<file path="config.mk">
export PLATFORM = sky130hd
export DESIGN_NAME = bomb_manager_flat
export DESIGN_NICKNAME = d
export VERILOG_FILES = /design/src/rtl/bomb_pkg.sv /design/src/rtl/bomb_manager_if.sv /design/src/rtl/bomb_slot.sv /design/src/rtl/bomb_manager.sv /design/src/flat_wrapper.sv
export SDC_FILE = /design/constraint.sdc
export NUM_CORES = 1
export LEC_CHECK = 0
export CAP_MARGIN = 20
export CORE_ASPECT_RATIO = 1.1
export CORE_UTILIZATION = 54
export CTS_CLUSTER_DIAMETER = 50
export CTS_CLUSTER_SIZE = 30
export DETAILED_ROUTE_END_ITERATION = 7
export PLACE_DENSITY_LB_ADDON = 0.12
export SLEW_MARGIN = 20
export SYNTH_ARGS = -nofsm -noshare
export SYNTH_HDL_FRONTEND = slang
export SYNTH_SLANG_ARGS = --single-unit
</file>
<file path="constraint.sdc">
create_clock -name clk -period 8.8 [get_ports clk]
set_clock_uncertainty 0.05 [all_clocks]
set_input_delay 1.32 -clock clk [delete_from_list [all_inputs] [get_ports clk]]
set_output_delay 1.32 -clock clk [all_outputs]
set_load 0.01 [all_outputs]
</file>
<file path="src/rtl/bomb_pkg.sv">
// bomb_pkg: shared constants and types for the per-player bomb-slot controller.
//   SLOTS        number of bomb slots per player
//   COORD_W      bits per coordinate on the packed bomb buses
//   EMPTY_COORD  value an unused slot drives (matches no screen cell)
//   CNT_W        counter width for the default fuse/blast lengths
package bomb_pkg;

  localparam int unsigned SLOTS        = 6;
  localparam int unsigned COORD_W      = 6;
  localparam int unsigned FUSE_MS_DEF  = 3000;
  localparam int unsigned BLAST_MS_DEF = 500;
  localparam int unsigned CNT_W        =
      $clog2(((FUSE_MS_DEF > BLAST_MS_DEF) ? FUSE_MS_DEF : BLAST_MS_DEF) + 1);

  typedef logic [COORD_W-1:0] coord_t;

  localparam coord_t EMPTY_COORD = '1;

  typedef enum logic [1:0] {
    StIdle,
    StFuse,
    StBlast
  } slot_state_e;

endpackage

</file>
<file path="src/rtl/bomb_manager_if.sv">
// bomb_manager_if: player-side request signals and the bomb buses read by the
// movement blocks.
//   place                 debounced place-bomb button level
//   player_x, player_y    player cell coordinates
//   bomb_x, bomb_y        packed slot coordinates, slot k at [COORD_W*k+1 +: COORD_W]
//   fuse_mask, blast_mask per-slot phase flags
//   explode               one-cycle pulse per slot entering blast
//   full                  no free slot
// master: the player/movement side; slave: bomb_manager.
interface bomb_manager_if;
  import bomb_pkg::*;

  logic                       place;
  logic [9:0]                 player_x;
  logic [9:0]                 player_y;
  logic [1:SLOTS*COORD_W]     bomb_x;
  logic [1:SLOTS*COORD_W]     bomb_y;
  logic [SLOTS-1:0]           fuse_mask;
  logic [SLOTS-1:0]           blast_mask;
  logic [SLOTS-1:0]           explode;
  logic                       full;

  modport master (
    output place, player_x, player_y,
    input  bomb_x, bomb_y, fuse_mask, blast_mask, explode, full
  );

  modport slave (
    input  place, player_x, player_y,
    output bomb_x, bomb_y, fuse_mask, blast_mask, explode, full
  );

endinterface

</file>
<file path="src/rtl/bomb_slot.sv">
// bomb_slot: one bomb slot. IDLE -> FUSE -> BLAST -> IDLE, timed in tick pulses.
//   clk, rst_n       clock, asynchronous active-low reset
//   tick             1 ms enable pulse
//   load             allocate this slot (only honoured while IDLE)
//   load_x, load_y   cell to store on load
//   state            current slot state
//   x, y             stored cell, EMPTY_COORD while IDLE
//   explode          one-cycle pulse on FUSE -> BLAST
//   freeing          this edge returns the slot to IDLE (combinational)
module bomb_slot
  import bomb_pkg::*;
#(
  parameter int unsigned FUSE_MS  = FUSE_MS_DEF,
  parameter int unsigned BLAST_MS = BLAST_MS_DEF,
  parameter int unsigned CntW     = CNT_W
) (
  input  logic        clk,
  input  logic        rst_n,
  input  logic        tick,
  input  logic        load,
  input  coord_t      load_x,
  input  coord_t      load_y,
  output slot_state_e state,
  output coord_t      x,
  output coord_t      y,
  output logic        explode,
  output logic        freeing
);

  slot_state_e     state_q;
  coord_t          x_q, y_q;
  logic [CntW-1:0] cnt_q;
  logic            explode_q;

  logic last_tick;
  assign last_tick = tick && (cnt_q == CntW'(1));

  always_ff @(posedge clk or negedge rst_n) begin
    if (!rst_n) begin
      state_q   <= StIdle;
      cnt_q     <= '0;
      x_q       <= EMPTY_COORD;
      y_q       <= EMPTY_COORD;
      explode_q <= 1'b0;
    end else begin
      explode_q <= 1'b0;
      unique case (state_q)
        StIdle: begin
          // Loading never decrements on the same edge, so the fuse spans
          // exactly FUSE_MS later ticks.
          if (load) begin
            state_q <= StFuse;
            cnt_q   <= CntW'(FUSE_MS);
            x_q     <= load_x;
            y_q     <= load_y;
          end
        end
        StFuse: begin
          if (last_tick) begin
            state_q   <= StBlast;
            cnt_q     <= CntW'(BLAST_MS);
            explode_q <= 1'b1;
          end else if (tick) begin
            cnt_q <= cnt_q - CntW'(1);
          end
        end
        StBlast: begin
          if (last_tick) begin
            state_q <= StIdle;
            cnt_q   <= '0;
            x_q     <= EMPTY_COORD;
            y_q     <= EMPTY_COORD;
          end else if (tick) begin
            cnt_q <= cnt_q - CntW'(1);
          end
        end
        default: begin
          state_q <= StIdle;
          cnt_q   <= '0;
          x_q     <= EMPTY_COORD;
          y_q     <= EMPTY_COORD;
        end
      endcase
    end
  end

  assign state   = state_q;
  assign x       = x_q;
  assign y       = y_q;
  assign explode = explode_q;
  assign freeing = (state_q == StBlast) && last_tick;

endmodule

</file>
<file path="src/rtl/bomb_manager.sv">
// bomb_manager: per-player bomb controller. Edge-detects the place button,
// rejects out-of-range or duplicate cells, allocates the lowest free slot and
// packs all slot coordinates onto the bomb buses.
//   clk, rst_n   clock, asynchronous active-low reset
//   tick_1ms     1 ms enable pulse
//   bus          slave side of bomb_manager_if (place/player in, buses/masks out)
module bomb_manager
  import bomb_pkg::*;
#(
  parameter int unsigned FUSE_MS  = FUSE_MS_DEF,
  parameter int unsigned BLAST_MS = BLAST_MS_DEF
) (
  input  logic           clk,
  input  logic           rst_n,
  input  logic           tick_1ms,
  bomb_manager_if.slave  bus
);

  localparam int unsigned CntW =
      $clog2(((FUSE_MS > BLAST_MS) ? FUSE_MS : BLAST_MS) + 1);
  localparam int unsigned BusW = SLOTS * COORD_W;
  // All-ones is reserved for empty slots, so a player there cannot place.
  localparam logic [9:0] CoordLimit = 10'((1 << COORD_W) - 1);

  // Resets high so a button held through reset does not place a bomb.
  logic place_q;
  always_ff @(posedge clk or negedge rst_n) begin
    if (!rst_n) place_q <= 1'b1;
    else        place_q <= bus.place;
  end

  slot_state_e      st [SLOTS];
  coord_t           sx [SLOTS];
  coord_t           sy [SLOTS];
  logic [SLOTS-1:0] slot_explode;
  logic [SLOTS-1:0] slot_freeing;
  logic [SLOTS-1:0] load;

  coord_t px_low, py_low;
  assign px_low = bus.player_x[COORD_W-1:0];
  assign py_low = bus.player_y[COORD_W-1:0];

  logic req, in_range, dup, accept, found;

  assign req      = bus.place & ~place_q;
  assign in_range = (bus.player_x < CoordLimit) && (bus.player_y < CoordLimit);

  always_comb begin
    dup   = 1'b0;
    found = 1'b0;
    load  = '0;
    // A slot leaving BLAST on this edge no longer blocks its cell.
    for (int k = 0; k < SLOTS; k++) begin
      if (st[k] != StIdle && !slot_freeing[k] && sx[k] == px_low && sy[k] == py_low) begin
        dup = 1'b1;
      end
    end
    accept = req && in_range && !dup;
    // Allocation looks at pre-edge state: a slot freeing now is not free yet.
    for (int k = 0; k < SLOTS; k++) begin
      if (!found && st[k] == StIdle) begin
        found   = 1'b1;
        load[k] = accept;
      end
    end
  end

  for (genvar g = 0; g < SLOTS; g++) begin : g_slot
    bomb_slot #(
      .FUSE_MS  (FUSE_MS),
      .BLAST_MS (BLAST_MS),
      .CntW     (CntW)
    ) u_slot (
      .clk     (clk),
      .rst_n   (rst_n),
      .tick    (tick_1ms),
      .load    (load[g]),
      .load_x  (px_low),
      .load_y  (py_low),
      .state   (st[g]),
      .x       (sx[g]),
      .y       (sy[g]),
      .explode (slot_explode[g]),
      .freeing (slot_freeing[g])
    );
  end

  // Slot 0 sits in the most significant field of the bus.
  logic [BusW-1:0]  bomb_x_pk, bomb_y_pk;
  logic [SLOTS-1:0] fuse_pk, blast_pk, idle_pk;

  always_comb begin
    bomb_x_pk = '0;
    bomb_y_pk = '0;
    fuse_pk   = '0;
    blast_pk  = '0;
    idle_pk   = '0;
    for (int k = 0; k < SLOTS; k++) begin
      bomb_x_pk[BusW-1-COORD_W*k -: COORD_W] = sx[k];
      bomb_y_pk[BusW-1-COORD_W*k -: COORD_W] = sy[k];
      fuse_pk[k]  = (st[k] == StFuse);
      blast_pk[k] = (st[k] == StBlast);
      idle_pk[k]  = (st[k] == StIdle);
    end
  end

  assign bus.bomb_x     = bomb_x_pk;
  assign bus.bomb_y     = bomb_y_pk;
  assign bus.fuse_mask  = fuse_pk;
  assign bus.blast_mask = blast_pk;
  assign bus.explode    = slot_explode;
  assign bus.full       = ~|idle_pk;

endmodule

</file>
<file path="src/flat_wrapper.sv">
// flat-port wrapper written by rule: the top's interface ports become plain ports
module bomb_manager_flat import bomb_pkg::*;
#(
  parameter int unsigned FUSE_MS  = FUSE_MS_DEF,
  parameter int unsigned BLAST_MS = BLAST_MS_DEF
)
  (clk, rst_n, tick_1ms, bus_place, bus_player_x, bus_player_y, bus_bomb_x, bus_bomb_y, bus_fuse_mask, bus_blast_mask, bus_explode, bus_full);
  bomb_manager_if bus_i ();
  input  logic clk;
  input  logic rst_n;
  input  logic tick_1ms;
  input wire logic [$bits(bus_i.place)-1:0] bus_place;
  input wire logic [$bits(bus_i.player_x)-1:0] bus_player_x;
  input wire logic [$bits(bus_i.player_y)-1:0] bus_player_y;
  output wire logic [$bits(bus_i.bomb_x)-1:0] bus_bomb_x;
  output wire logic [$bits(bus_i.bomb_y)-1:0] bus_bomb_y;
  output wire logic [$bits(bus_i.fuse_mask)-1:0] bus_fuse_mask;
  output wire logic [$bits(bus_i.blast_mask)-1:0] bus_blast_mask;
  output wire logic [$bits(bus_i.explode)-1:0] bus_explode;
  output wire logic [$bits(bus_i.full)-1:0] bus_full;
  assign bus_i.place = bus_place;
  assign bus_i.player_x = bus_player_x;
  assign bus_i.player_y = bus_player_y;
  assign bus_bomb_x = bus_i.bomb_x;
  assign bus_bomb_y = bus_i.bomb_y;
  assign bus_fuse_mask = bus_i.fuse_mask;
  assign bus_blast_mask = bus_i.blast_mask;
  assign bus_explode = bus_i.explode;
  assign bus_full = bus_i.full;
  bomb_manager #(.FUSE_MS(FUSE_MS), .BLAST_MS(BLAST_MS)) u_core (.clk(clk), .rst_n(rst_n), .tick_1ms(tick_1ms), .bus(bus_i));
endmodule
</file>
# ---- After elaboration in Yosys (flattened, before gate mapping)
# Index checks and enable logic that the tools add are counted.
dict set report word_totals {
  ff_bits 163
  word_cells 284
  out_inout_bits 91
  inputBits 24
}
dict set report classes {
  n_eq_ne 48
  n_bitwise 8
  n_reduce_logical 76
  addsub 6
  n_mux 113
  n_lt_le_gt_ge 2
}
# op n
set op_table {}
lappend op_table {{$mux W12} 24}
lappend op_table {{$pmux W12 S3} 6}
lappend op_table {{$pmux W6 S3} 12}
lappend op_table {{$mux W6} 18}
lappend op_table {{$eq A12 B1 Y1 const B} 6}
lappend op_table {{$eq A6 B6 Y1} 12}
lappend op_table {{$sub A12 B1 Y12 const B} 6}
lappend op_table {{$logic_and A1 B1 Y1} 38}
lappend op_table {{$mux W2} 18}
lappend op_table {{$pmux W2 S3} 6}
lappend op_table {{$reduce_and A3 Y1} 12}
lappend op_table {{$mux W1} 29}
lappend op_table {{$ne A2 B1 Y1 const B} 12}
lappend op_table {{$lt A10 B6 Y1 const B} 2}
lappend op_table {{$logic_not A1 Y1} 13}
lappend op_table {{$eq A2 B1 Y1 const B} 6}
lappend op_table {{$eq A2 B2 Y1 const B} 6}
lappend op_table {{$logic_not A2 Y1} 6}
lappend op_table {{$ne A2 B2 Y1 const B} 6}
lappend op_table {{$reduce_bool A2 Y1} 6}
lappend op_table {{$not A1 Y1} 7}
lappend op_table {{$reduce_or A6 Y1} 1}
lappend op_table {{$and A1 B1 Y1} 1}

# ---- Longest topological paths before layout
# Gate-level depths: netlist of run 1.
dict set report logic_depth {
  depth_word 19
  ltp_mapped 13
  depth_no_buf 9
}

# ---- Hierarchy
# Synthesis of run 1 repeated with hierarchy kept, for this count alone.
dict set report unflattened {
  cells_unflattened 941
  hier_area_um2 9928.3
}
# module cells_each area_per_inst_um2 n_inst seq_area_each_um2
set by_module_without_submodules {}
lappend by_module_without_submodules {{bomb_slot (u_core.g_slot[0].u_slot ...)} 130 1448.9 5 690.7}
lappend by_module_without_submodules {{bomb_slot (u_core.g_slot[5].u_slot)} 133 1473.9 1 690.7}
lappend by_module_without_submodules {bomb_manager 158 1209.9 1 26.3}

# ---- Least setup slack after synthesis of run 1
# No wires, ideal clock.
dict set report synth_path {
  path_kind {in2reg}
  from {in tick_1ms}
  to {reg u_core.g_slot[2].u_slot.x_q[0]}
  path_slack_ns 4.961
  path_buffers 3
  cell_stages 10
  t_arrival_ns 3.706
  required_time_ns 8.668
  setup_ns 0.082
  path_cell_list {buf_2 > nor4bb_1 > nand4b_4 > nor2_2 > o22ai_2 > or4_1 > buf_4 > nor3_4 > buf_6 > mux2_4}
}
dict set report synth_between {
  elab_chain_len 17
  elab_cells_between_ends 48
  classes_between {eq/ne (2); mux (7); reduce/logical (39)}
}
# item line
set synth_rtl {}
lappend synth_rtl {{from (decl)} flat_wrapper.sv:11} ;# input logic tick_1ms;
lappend synth_rtl {{$logic_and A1 B1 Y1} bomb_slot.sv:36} ;# assign last_tick = tick && (cnt_q == CntW'(1));
lappend synth_rtl {{$logic_and A1 B1 Y1} bomb_slot.sv:91} ;# assign freeing = (state_q == StBlast) && last_tick;
lappend synth_rtl {{$logic_not A1 Y1} bomb_manager.sv:54} ;# if (st[k] != StIdle && !slot_freeing[k] && sx[k] == px_low && sy[k] == py_low) begin
lappend synth_rtl {{$logic_and A1 B1 Y1 (3 in series)} bomb_manager.sv:54}
lappend synth_rtl {{$mux W1 (6 in series)} bomb_manager.sv:54}
lappend synth_rtl {{$logic_not A1 Y1} bomb_manager.sv:58} ;# accept = req && in_range && !dup;
lappend synth_rtl {{$logic_and A1 B1 Y1} bomb_manager.sv:58}
lappend synth_rtl {{$mux W1} bomb_manager.sv:61} ;# if (!found && st[k] == StIdle) begin
lappend synth_rtl {{$ne A2 B2 Y1 (no source line)} --}
lappend synth_rtl {{$reduce_and A3 Y1 (no source line) (*)} --}
lappend synth_rtl {{to (signal assigned)} bomb_slot.sv:54} ;# x_q <= load_x;
lappend synth_rtl {{to (decl)} bomb_slot.sv:31} ;# coord_t x_q, y_q;
# Mark *: on every way between the ends. The rest lies on a longest branch, timed or not.
# A chain may end at the register's enable or synchronous reset.

# ---- Worst setup path in the final report of run 1
dict set report layout_path {
  from {in tick_1ms}
  to {reg u_core.g_slot[4].u_slot.cnt_q[5]}
}
dict set report layout_between {
  elab_chain_len 16
  elab_cells_between_ends 50
  classes_between {eq/ne (1); mux (11); reduce/logical (38)}
}
# item line
set layout_rtl {}
lappend layout_rtl {{$logic_and A1 B1 Y1} bomb_slot.sv:36}
lappend layout_rtl {{$logic_and A1 B1 Y1} bomb_slot.sv:91}
lappend layout_rtl {{$logic_not A1 Y1} bomb_manager.sv:54}
lappend layout_rtl {{$logic_and A1 B1 Y1 (3 in series)} bomb_manager.sv:54}
lappend layout_rtl {{$mux W1 (6 in series)} bomb_manager.sv:54}
lappend layout_rtl {{$logic_not A1 Y1} bomb_manager.sv:58}
lappend layout_rtl {{$logic_and A1 B1 Y1} bomb_manager.sv:58}
lappend layout_rtl {{$mux W1} bomb_manager.sv:61}
lappend layout_rtl {{$ne A2 B2 Y1 (no source line)} --}
lappend layout_rtl {{to (signal assigned)} bomb_slot.sv:61} ;# cnt_q <= CntW'(BLAST_MS);
lappend layout_rtl {{to (signal assigned)} bomb_slot.sv:64} ;# cnt_q <= cnt_q - CntW'(1);
lappend layout_rtl {{to (signal assigned)} bomb_slot.sv:74} ;# cnt_q <= cnt_q - CntW'(1);
lappend layout_rtl {{to (decl)} bomb_slot.sv:32} ;# logic [CntW-1:0] cnt_q;
# Several ways; a longest one is shown, not always the timed one.

==> results_dict.tcl, run 1 <==
set metrics [dict create \
    drtAntennaViolNets 0 \
    tns_ns 0 \
    syn_area_um2 10000 \
    vias 8881 \
    cts-root-buf "clkbuf_16" \
    io_buffer_count 114 \
    p_int_mw 1.63 \
    vdd_drop_max_mv 0.142 \
    crit_type "in2reg" \
    pwr-share-seq_pct 42.4 \
    power.density_nw_per_um2 216 \
    clkPwrFrac_pct 28.4 \
    first_pass_iters 5 \
    io_pins 115 \
    use_met1_pct 41.0 \
    die_w_um 132 \
    top_usage_layer "met2" \
    p_leak_nw 4.83 \
    status "completed" \
    rsz0062_at_grt "false" \
    setup_violations 0 \
    tightest_slew_ns 0.998 \
    power.switching_mw 0.921 \
    synth_top_area_share_pct 22.4 \
    viasPerCell 6.18 \
    grt_use_met2_pct 44.9 \
    synth.largest_area_cell "dfrtp_1" \
    gp_congestion 0.857 \
    syn_nets 1151 \
    cts_buffers 17 \
    htree_levels 4 \
    ys_seq_elements 163 \
    synth_flop_cell "dfrtp_1" \
    final_common_cell "nor2_1" \
    min_from "u_core.g_slot[5].u_slot.y[5]" \
    slew_violations 0 \
    antenna_cells 0 \
    post-route-period-util_pct 61.2 \
    final_cell_mix "nor2_1 (119), clkdlybuf4s50_1 (113), dfrtp_1 (90)" \
    cp_max_fo 71 \
    die_y_um 145 \
    cp-start-kind "input pin" \
    tritoncts "yes" \
    hold_buffers 0 \
    reg2reg_from "u_core.g_slot[0].u_slot.cnt_q[1]" \
    grt-ovfl-total 0 \
    final_util_pct 65.8 \
    yosysWarnings 0 \
    grt_max_degree 72 \
    ys_types 75 \
    hold_path.class "reg2reg" \
    comb_power_share_pct 29.2 \
    use_met3_pct 5.24 \
    clkSlewWorstSetupHoldPaths_ns 0.06 \
    dr.first_iter.drc_count 809 \
    cts_setup_buffers 0 \
    power.total_mw 2.55 \
    clock-sinks 163 \
    grt_pass1_wl_um 44200 \
    grt_pass1_vias 8271 \
    worstPathRequired_ns 9.12 \
    num_rows 51 \
    layout-drive-gt1-share_pct 15.2 \
    crit_arrival_ns 5.71 \
    die_area_um2 19200 \
    post_drt_wl_per_cell_um 18.9 \
    start_util_pct 56.0 \
    hold_slack_ns 0.430 \
    grt_use_total_pct 29.0 \
    wirelength_um 27100 \
    final_net_count 1222 \
    dp_hpwl_um 18100 \
    synth_area_leaders "dfrtp_1 (22%), dfstp_2 (19%), xor2_1 (5.5%)" \
    area_delta_synth_final_pct 17.4 \
    crit_start "tick_1ms" \
    period_minus_slack_ns 5.39 \
    critPathCaptureType "register" \
    finalHoldViolations 0 \
    synth-async-reset-ratio_pct 100 \
    clock_path_buffers 2 \
    drc 0 \
    syn_avg_cell_area_um2 9.01 \
    power.share.switching_pct 36.1 \
    relSlewSlack_pct 33.5 \
    fmax_mhz 186 \
    synth_edf_count 0 \
    synth-seq-area-share_pct 41.5 \
    clk_latency_ns 0.44 \
    core_um2 17900 \
    synth_cells 1115 \
    antenna_found_initial 0 \
    maxCapViolCount 0 \
    cts_resized 0 \
]
-- through the flow --
stage | cell area, µm² | instances | worst slack [ns]
floorplan | 10000 | 1115 | 4.96
global placement | 11200 | 1404 | 3.07
detailed placement | 11200 | 1404 | 2.99
CTS | 11800 | 1436 | 3.43
global route | 11800 | 1437 | 3.34
finish | 11800 | 1437 | 3.41
-- final timing paths --
| kind | endpoint | slack, ns | cells after the start |
|---|---|---|---|
| min reg2reg | u_core.g_slot[5].u_slot.y[5] | 0.43 | 2 |
| max reg2reg | u_core.g_slot[4].u_slot.cnt_q[5] | 4.54 | 10 |
| min | u_core.g_slot[5].u_slot.y[5] | 0.43 | 2 |
| max in group asynchronous | u_core.g_slot[4].u_slot.cnt_q[1] | 6.13 | 3 |
| max | u_core.g_slot[4].u_slot.cnt_q[5] | 3.41 | 9 |
| min in group asynchronous | u_core.g_slot[1].u_slot.explode | 0.85 | 1 |
-- layout make-up --
| type | count | area [µm²] |
|---|---|---|
| sequential | 163 | 4170 |
| multi-input combinational | 820 | 5310 |
| tap | 238 | 298 |
| clock buffer | 21 | 460 |
| clock inverter | 11 | 105 |
| inverter | 56 | 210 |
| timing repair buffer | 128 | 1250 |
| fill | 1503 | 6130 |
-- sequential cells by signal (all words and copies together), names as in the netlist --
signal and flops:
u_core.g_slot.u_slot.explode 6, u_core.g_slot.u_slot.x 36, u_core.g_slot.u_slot.state 12, u_core.place_q 1, u_core.g_slot.u_slot.cnt_q 72, u_core.g_slot.u_slot.y 36
-- cell usage after synthesis, types with 5 or more instances --
master / n
buf_2: 20
o22ai_1: 5
inv_1: 55
a31o_2: 5
o21ai_0: 52
a21oi_1: 44
xor2_1: 63
nand3_1: 24
nor4_1: 56
xnor2_1: 35
buf_4: 8
a32oi_1: 6
nor3_1: 84
dfrtp_1: 90
mux2_4: 8
clkbuf_1: 44
ha_1: 12
o21a_1: 5
or2_2: 10
o311a_1: 9
a21o_1: 9
dfstp_2: 73
o211ai_1: 5
or3_1: 11
a31oi_1: 6
nor2_1: 119
nor4b_1: 6
o221a_2: 16
a211oi_1: 45
a22oi_1: 5
nand4_1: 12
nand2b_1: 26
nand2_1: 62
-- worst max-delay path, cell delays in order --
cell and delay (ns):
clkdlybuf4s50_1 0.85, nor3b_2 0.36, nand4_1 0.46, o211ai_1 0.54, o22ai_2 0.20, or4_2 0.77, buf_4 0.38, o21ai_2 0.49
o221a_2 0.26
-- per-layer routing --
| layer | up-vias | part of all wire, % |
|---|---|---|
| li1 | 4188 | - |
| met4 | 0 | 1.5 |
| met2 | 288 | 47 |
| met3 | 33 | 5.8 |
| met5 | - | 0 |
| met1 | 4372 | 45 |
-- cell families (layout without fill, tap and decap cells) --
| logic type | Yosys count | after routing | share of synthesized area, % |
|---|---|---|---|
| xor+xnor | 98 | 98 | 8.54 |
| flops | 163 | 163 | 41.5 |
| fa+ha+maj | 12 | 12 | 1.49 |
| mux | 13 | 13 | 1.74 |
| compound gates | 249 | 249 | 17.5 |
| simple gates | 448 | 448 | 23.6 |
| buf+inv | 132 | 216 | 5.70 |
-- power by group through the flow --
stage          Combinational (mW)  Sequential, mW  Clock [mW]
2_1_floorplan               0.561            1.04           0
3_3_place_gp                0.720            1.09           0
3_5_place_dp                0.738            1.09           0
4_1_cts                     0.741            1.08       0.732
5_1_grt                     0.834            1.11       0.760
6_report                    0.745            1.08       0.725
No activity file was read; power rests on OpenSTA's default activity.
==> inputs of run 2 (changes only) <==
==> constraint.sdc (replaced) <==
create_clock -name clk -period 5.3 [get_ports clk]
set_clock_uncertainty 0.05 [all_clocks]
set_input_delay 0.795 -clock clk [delete_from_list [all_inputs] [get_ports clk]]
set_output_delay 0.795 -clock clk [all_outputs]
set_load 0.01 [all_outputs]
==> results_dict.tcl, run 2 (same netlist as run 1, synthesis figures left out) <==
set metrics [dict create \
    status "completed" \
    maxCapViolCount 0 \
    wirelength_um 28300 \
    largest_reg_flops 72 \
    drtAntennaViolNets 0 \
    hold_path.class "in2async" \
    finalHoldViolations 0 \
    clkSlewWorstSetupHoldPaths_ns 0.06 \
    cp-start-kind "register" \
    rsz0062_at_grt "false" \
    grt_max_degree 99 \
    post_drt_wl_per_cell_um 19.4 \
    slew_violations 0 \
    post-route-period-util_pct 79.1 \
    setup_violations 0 \
    grt_pass1_wl_um 46100 \
    first_pass_iters 5 \
    tns_ns 0 \
    die_area_um2 19200 \
    final_cell_mix "nor2_1 (119), clkdlybuf4s50_1 (113), dfrtp_1 (90)" \
    tritoncts "yes" \
    clk_latency_ns 0.43 \
    crit_family "simple AND/OR/NAND/NOR gates" \
    drc 0 \
    vdd_drop_max_mv 0.245 \
    clock-sinks 163 \
    io_pins 115 \
    tightest_slew_ns 0.954 \
    area_delta_synth_final_pct 19.2 \
    die_w_um 132 \
    path_cells "or2_2 > nand2_1 > nor2_1 > buf_4 > nand2_1 > buf_4 > nor3_1 > clkdlybuf4s50_1" \
    worstPathRequired_ns 4.45 \
    dp_hpwl_um 19100 \
    grt_use_total_pct 30.2 \
    dr.first_iter.drc_count 781 \
    antenna_found_initial 0 \
    grt-ovfl-total 0 \
    crit_arrival_ns 3.35 \
    core_um2 17900 \
    cp_slowest_stage_delay_ns 0.73 \
    cts_setup_buffers 0 \
    final_common_cell "nor2_1" \
    htree_levels 4 \
    cts_resized 0 \
    cts_buffers 17 \
    viasPerCell 6.17 \
    period_minus_slack_ns 4.19 \
    antenna_cells 0 \
    relSlewSlack_pct 36.4 \
    p_leak_nw 4.94 \
    hold_buffers 0 \
    cp_slowest_cell "dfrtp_1" \
    layout-drive-gt1-share_pct 16.3 \
    crit_type "reg2out" \
    start_util_pct 56.0 \
    fmax_mhz 239 \
    cp_max_fo 21 \
    die_y_um 145 \
    power.density_nw_per_um2 358 \
    critPathCaptureType "output pin" \
    path_buf_inv 3 \
    final_net_count 1242 \
    num_rows 51 \
    power.total_mw 4.29 \
    io_buffer_count 114 \
    gp_congestion 0.925 \
    regMostFlops "u_core.g_slot.u_slot.cnt_q" \
    grt_pass1_vias 8583 \
    cts-root-buf "clkbuf_16" \
    clock_path_buffers 2 \
    vias 8984 \
]
-- run 2: changes by cell type in the layout (fill, tap and decap cells not counted), moves of 2 or more --
cell | before | now
buf_4 | 14 | 32
inv_6 | 2 | 0
clkinv_2 | 2 | 4
clkbuf_1 | 2 | 4
buf_12 | 0 | 2
-- run 2: routing by layer --
layer  global-route usage [%]  wire (µm)  vias up
met5                        0          0        -
met4                     10.1        589        0
met3                     4.65       1730       41
met2                     48.3      13400      307
met1                     41.7      12500     4424
li1                         -          -     4212
-- run 2: worst paths after layout --
path,slack (ns),to,cells after the start,startpoint
worst max-delay path,1.11,bus_full,8,u_core.g_slot[0].u_slot.state[0]
worst min-delay path,0.42,u_core.g_slot[1].u_slot.state[1],1,rst_n
worst max register to register,1.69,u_core.g_slot[3].u_slot.cnt_q[2],10,u_core.g_slot[4].u_slot.cnt_q[1]
worst min register to register,0.44,u_core.g_slot[5].u_slot.y[1],2,u_core.g_slot[5].u_slot.y[1]
max in group asynchronous,3.71,u_core.g_slot[2].u_slot.y[4],2,rst_n
min in group clk,0.44,u_core.g_slot[5].u_slot.y[1],2,u_core.g_slot[5].u_slot.y[1]
-- run 2: area by class of cell --
class                           instances  area (µm²)
Inverter                               56         210
Clock buffer                           22         454
Clock inverter                         10         111
Timing Repair Buffer                  148        1420
Tap cell                              238         298
Sequential cell                       163        4170
Fill cell                            1484        5960
Multi-Input combinational cell        820        5310
-- run 2: report_power, final --
part | internal (mW) | switching [mW] | total [mW]
Clock | 0.703 | 0.508 | 1.21
Combinational | 0.564 | 0.707 | 1.27
Sequential | 1.49 | 0.314 | 1.80
Total | 2.76 | 1.53 | 4.29
-- run 2: through the flow --
step	instances	utilization, %	hold slack, ns	cell area (µm²)	setup slack (ns)
6_report	1457	66.8	0.417	12000	1.11
5_1_grt	1457	66.8	0.455	12000	0.939
4_1_cts	1457	66.8	0.436	12000	1.17
3_5_place_dp	1425	63.6	0.421	11400	0.713
3_3_place_gp	1425	63.6	0.420	11400	0.805
2_1_floorplan	1115	-	0.429	10000	1.99
